### src/rtl/keypad_scanner.sv
// 4x4 matrix keypad scanner: drives one column low at a time, debounces the
// selected row on prescaler ticks, and reports a hex key code with a strobe.
module keypad_scanner #(
    parameter int SCAN_DIV = 12,
    parameter int DEB_CNT  = 4
) (
    input  logic       CLK,
    input  logic       RST,
    input  logic [3:0] ROW,
    output logic [3:0] COL,
    output logic [3:0] KEY,
    output logic       VALID,
    output logic       HELD,
    output logic [1:0] state
);

    localparam logic [1:0] S_SCAN     = 2'd0;
    localparam logic [1:0] S_DEBOUNCE = 2'd1;
    localparam logic [1:0] S_PRESSED  = 2'd2;
    localparam logic [1:0] S_RELEASE  = 2'd3;
    localparam logic [3:0] DEB_MAX    = 4'(DEB_CNT);

    logic [3:0]          row_s1;
    logic [3:0]          rs;
    logic [SCAN_DIV-1:0] presc;
    logic                tick;
    logic [1:0]          col_idx;
    logic [1:0]          col_next;
    logic [1:0]          row_idx;
    logic [1:0]          row_sel;
    logic [3:0]          deb;
    logic                row_hit;

    function automatic logic [3:0] col_drive(input logic [1:0] c);
        logic [3:0] one_hot;
        one_hot = 4'b0001 << c;
        return ~one_hot;
    endfunction

    function automatic logic [3:0] key_code(input logic [1:0] c, input logic [1:0] r);
        logic [3:0] code;
        case ({c, r})
            4'h0: code = 4'h1;  4'h1: code = 4'h4;  4'h2: code = 4'h7;  4'h3: code = 4'h0;
            4'h4: code = 4'h2;  4'h5: code = 4'h5;  4'h6: code = 4'h8;  4'h7: code = 4'hF;
            4'h8: code = 4'h3;  4'h9: code = 4'h6;  4'hA: code = 4'h9;  4'hB: code = 4'hE;
            4'hC: code = 4'hA;  4'hD: code = 4'hB;  4'hE: code = 4'hC;  default: code = 4'hD;
        endcase
        return code;
    endfunction

    assign tick     = &presc;
    assign col_next = col_idx + 2'd1;
    assign row_hit  = ~rs[row_idx];

    // Lowest-index active row wins when several rows read low.
    always_comb begin
        row_sel = 2'd0;
        if (!rs[0])      row_sel = 2'd0;
        else if (!rs[1]) row_sel = 2'd1;
        else if (!rs[2]) row_sel = 2'd2;
        else if (!rs[3]) row_sel = 2'd3;
    end

    always_ff @(posedge CLK or posedge RST) begin
        if (RST) begin
            row_s1  <= 4'b1111;
            rs      <= 4'b1111;
            presc   <= '0;
            state   <= S_SCAN;
            col_idx <= 2'd0;
            row_idx <= 2'd0;
            deb     <= 4'd0;
            COL     <= 4'b1110;
            KEY     <= 4'h0;
            VALID   <= 1'b0;
            HELD    <= 1'b0;
        end else begin
            row_s1 <= ROW;
            rs     <= row_s1;
            presc  <= presc + SCAN_DIV'(1);
            VALID  <= 1'b0;
            if (tick) begin
                case (state)
                    S_SCAN: begin
                        if (rs != 4'b1111) begin
                            row_idx <= row_sel;
                            deb     <= 4'd1;
                            if (DEB_MAX == 4'd1) begin
                                KEY   <= key_code(col_idx, row_sel);
                                VALID <= 1'b1;
                                HELD  <= 1'b1;
                                state <= S_PRESSED;
                            end else begin
                                state <= S_DEBOUNCE;
                            end
                        end else begin
                            col_idx <= col_next;
                            COL     <= col_drive(col_next);
                        end
                    end
                    S_DEBOUNCE: begin
                        if (row_hit) begin
                            if (deb + 4'd1 >= DEB_MAX) begin
                                deb   <= DEB_MAX;
                                KEY   <= key_code(col_idx, row_idx);
                                VALID <= 1'b1;
                                HELD  <= 1'b1;
                                state <= S_PRESSED;
                            end else begin
                                deb <= deb + 4'd1;
                            end
                        end else begin
                            // Bounce: give up on this key and move on.
                            state   <= S_SCAN;
                            col_idx <= col_next;
                            COL     <= col_drive(col_next);
                        end
                    end
                    S_PRESSED: begin
                        if (!row_hit) begin
                            deb <= 4'd1;
                            if (DEB_MAX == 4'd1) begin
                                HELD    <= 1'b0;
                                state   <= S_SCAN;
                                col_idx <= col_next;
                                COL     <= col_drive(col_next);
                            end else begin
                                state <= S_RELEASE;
                            end
                        end
                    end
                    default: begin
                        if (!row_hit) begin
                            if (deb + 4'd1 >= DEB_MAX) begin
                                deb     <= DEB_MAX;
                                HELD    <= 1'b0;
                                state   <= S_SCAN;
                                col_idx <= col_next;
                                COL     <= col_drive(col_next);
                            end else begin
                                deb <= deb + 4'd1;
                            end
                        end else begin
                            state <= S_PRESSED;
                        end
                    end
                endcase
            end
        end
    end

endmodule
### config.mk
export PLATFORM = sky130hd
export DESIGN_NAME = keypad_scanner
export DESIGN_NICKNAME = d
export VERILOG_FILES = /design/src/rtl/keypad_scanner.sv
export SDC_FILE = /design/constraint.sdc
export NUM_CORES = 1
export LEC_CHECK = 0
export CAP_MARGIN = 25
export CORE_UTILIZATION = 40
export DETAILED_ROUTE_END_ITERATION = 8
export HOLD_SLACK_MARGIN = 0.05
export PLACE_DENSITY = 0.61
export SYNTH_ARGS = -nofsm -noshare
export SYNTH_HDL_FRONTEND = slang
export SYNTH_SLANG_ARGS = --single-unit
### constraint.sdc
create_clock -name CLK -period 2.6 [get_ports CLK]
set_input_delay 0.52 -clock CLK [delete_from_list [all_inputs] [get_ports CLK]]
set_output_delay 0.52 -clock CLK [all_outputs]
set_load 0.005 [all_outputs]
==> summary.txt <==
Status
  – Outcome: finished clean

Final layout
  – Layout cells sized above 1: 15.9%
  – Fin util: 48.7%
  – Fillers: 440
  – Antenna cell count: 0
  – Final nets: 208
  – Multi-input logic area: 867 um2
  – Sequential Area: 1010 um2
  – Final instance area: 2300 um2
  – Syn-to-layout area delta: 17.7%

Timing
  – Final critical-path setup slack: 0.339 ns
  – FMAX: 442 MHz
  – Period utilization: 86.9%
  – Worst-Margin Slew: 0.491 ns
  – Slew Viols, Final: 0
  – Max Clock Skew: 0.00558 ns
  – Tmin final: 2.26 ns
  – Min Hold Slack: 0.358 ns
  – Setup TNS: 0 ns
  – Final hold violation count: 0
  – Relative slew margins: 67.2%
  – Unrepaired setup endpoints after global routing: no
  – Final setup fails: 0

Yosys
  – Post-synth EDFFs: 0
  – Main combinational cell family by area after synthesis: simple AND/OR/NAND/NOR gates
  – Yosys cell types: 40
  – Post-synthesis cell count: 165
  – Compound-gate portion of the synthesized area: 5.45%
  – Most instantiated cells after synthesis: dfrtp_1 (29), inv_1 (17), ha_1 (14)
  – Avg Cell Area, Syn: 11.8 um2
  – #FFs+latches synth: 40
  – Fraction of the mapped netlist area in simple logic gates: 12.3%
  – Post-synthesis mux area share: 11.8%
  – Adder-Cell Fraction of Synth Area: 9.48%
  – Post-synth ARST share: 100%
  – Synthesized area: 1950 um2
  – Synth Area in XOR/XNOR: 5.38%
  – Area fraction of the dominant cell type after synthesis: 37.2%
  – Main synth FF type: dfrtp_1
  – Leading area contributor after synthesis: dfrtp_1
  – Top post-synthesis cells by area: dfrtp_1 (37%), dfstp_2 (15%), ha_1 (9.0%), mux2i_1 (5.6%), inv_1 (3.3%)
  – Syn. warnings: 0
  – Most frequent cell after synthesis: dfrtp_1
  – Seq/Total Area, Yosys: 52.0%
  – Mapped Nets: 185

Setup path
  – Crit path capture: deb[1]
  – Slowest stage delay, CP: 0.61 ns
  – Reg2reg path depth: 4
  – RR Endpoint: deb[1]
  – Largest fanout on the critical path: 7
  – WP data arrival: 2.43 ns
  – CP cell instances: mux4_2, ha_1, or4_4, mux2_4
  – Setup crit end kind: flop
  – Register-to-Register Setup Slack: 0.34 ns
  – CP max stage cell: mux4_2
  – CP startpoint kind: flop
  – Worst r2r src: row_idx[0]
  – Req. time, crit path: 2.77 ns
  – CP startpoint: row_idx[0]
  – Kind of critical path: reg -> reg

Routing
  – Vias post-DR: 1243
  – Post-DRT Antenna Nets: 0
  – Vias per cell: 4.86
  – Routed WL: 3200 um
  – Pre-Repair DR Iteration Count: 4
  – Iteration-0 DRC Markers: 71
  – # DRC: 0
  – Average wire per standard cell: 12.5 um

Floorplanning
  – Core area: 4720 um2
  – Full die area: 5170 um2
  – Row count: 25
  – Num ports: 18
  – Die height: 71.9 um
  – Die width: 71.9 um
  – Initial Util: 41.4%

CTS
  – Clock Sinks: 40
  – CTS Buf Count: 5
  – Cts hold-fix bufs: 0
  – # Post-CTS Setup Buffers: 0
  – Post-cts gate resize count: 0
  – CTS max path bufs: 2
  – Clk slew on worst S/H paths: 0.07 ns
  – H-tree depth: 2
  – Worst skew pair latency: 0.28 ns
  – Clock Root Buffer: clkbuf_8
  – CTS tree: done

Global route
  – Antenna violations before repair: 0
  – Number of global-route vias before repair: 1310
  – Total track usage: 14.8%
  – Largest net degree at the start of global routing: 41
  – GRT overflow: 0
  – First-pass GRT wire length: 5800 um

Worst hold path
  – Hold depth: 0
  – Hold crit path type: reg -> reg
  – Hold Startpoint: row_s1[2]

Placement
  – Cell Area, Placed: 2210 um2
  – Final HPWL DP: 2360 um
  – Number of I/O port buffers: 17
  – Gp weighted congestion: 0.820
  – Pre-CTS setup slack: 0.349 ns

Flow run
  – Maxcap violations: 0

Power and ir drop
  – Lkg Pwr: 1.08 nW
  – Max IR drop VDD: 309 uV
  – PD cells: 469 nW/um2
[metal layers]
metal  global-route usage [%]  wire (um)
met1                     18.2       1410
met2                     23.7       1580
met4                     7.84         83
met5                        0          0
met3                     4.36        117
[worst max-delay path: cells and delay by family (launching register included)]
family	cells	cell delay (ns)
muxes	2	0.93
and+or+nand+nor	1	0.57
DFF	1	0.44
adders and majority gates	1	0.21
[sequential cells by signal, summed over array words and instances (netlist names)]
signal,flops
COL,4
HELD,1
KEY,4
VALID,1
col_idx,2
deb,4
presc,12
row_idx,2
row_s1,4
rs,4
state,2
[cells in the final DEF, fill, tap and decap left out, drive strengths merged, types with 6 or more instances in the layout]
| cell type | count |
|---|---|
| dfrtp | 29 |
| inv | 17 |
| clkdlybuf4s50 | 17 |
| ha | 14 |
| dfstp | 11 |
| mux2i | 11 |
| nor2 | 11 |
| nand2 | 9 |
| mux2 | 8 |
| xnor2 | 7 |
| nand3 | 6 |
| clkbuf | 6 |
[cells by family after synthesis]
kind of cell | Yosys count
XOR/XNOR | 12
multiplexers | 20
flip-flops | 40
AO/OA/AOI/OAI | 15
adder cells (fa/ha/maj) | 15
AND/OR/NAND/NOR | 44
buffers and inverters | 19
[metrics by stage]
step | std cells | power [mW]
2_1_floorplan | 165 | 0.663
3_3_place_gp | 248 | 0.676
3_5_place_dp | 248 | 0.678
4_1_cts | 256 | 1.10
5_1_grt | 256 | 1.12
6_report | 256 | 1.08
[report_power, final]
| group | internal [mW] | switching, mW | total [mW] |
|---|---|---|---|
| registers | 0.634 | 0.00402 | 0.638 |
| logic | 0.0107 | 0.0168 | 0.0275 |
| clock network | 0.212 | 0.203 | 0.414 |
[how the worst min path moves through the flow]
| stage | endpoint | slack (ns) |
|---|---|---|
| floorplan | rs[0] | 0.35 |
| global placement | rs[3] | 0.35 |
| detailed placement | rs[3] | 0.35 |
| CTS | rs[3] | 0.36 |
| global route | rs[2] | 0.36 |
| finish | rs[2] | 0.36 |
[final cells by class]
type | instances | area share (%)
clock inverter | 2 | 0.435
tap | 67 | 3.65
clock buffer | 6 | 3.59
sequential | 40 | 44.1
inverter | 17 | 2.77
multi-input combinational | 106 | 37.7
timing repair buffer | 18 | 7.73
No activity file was read; power rests on OpenSTA's default activity.
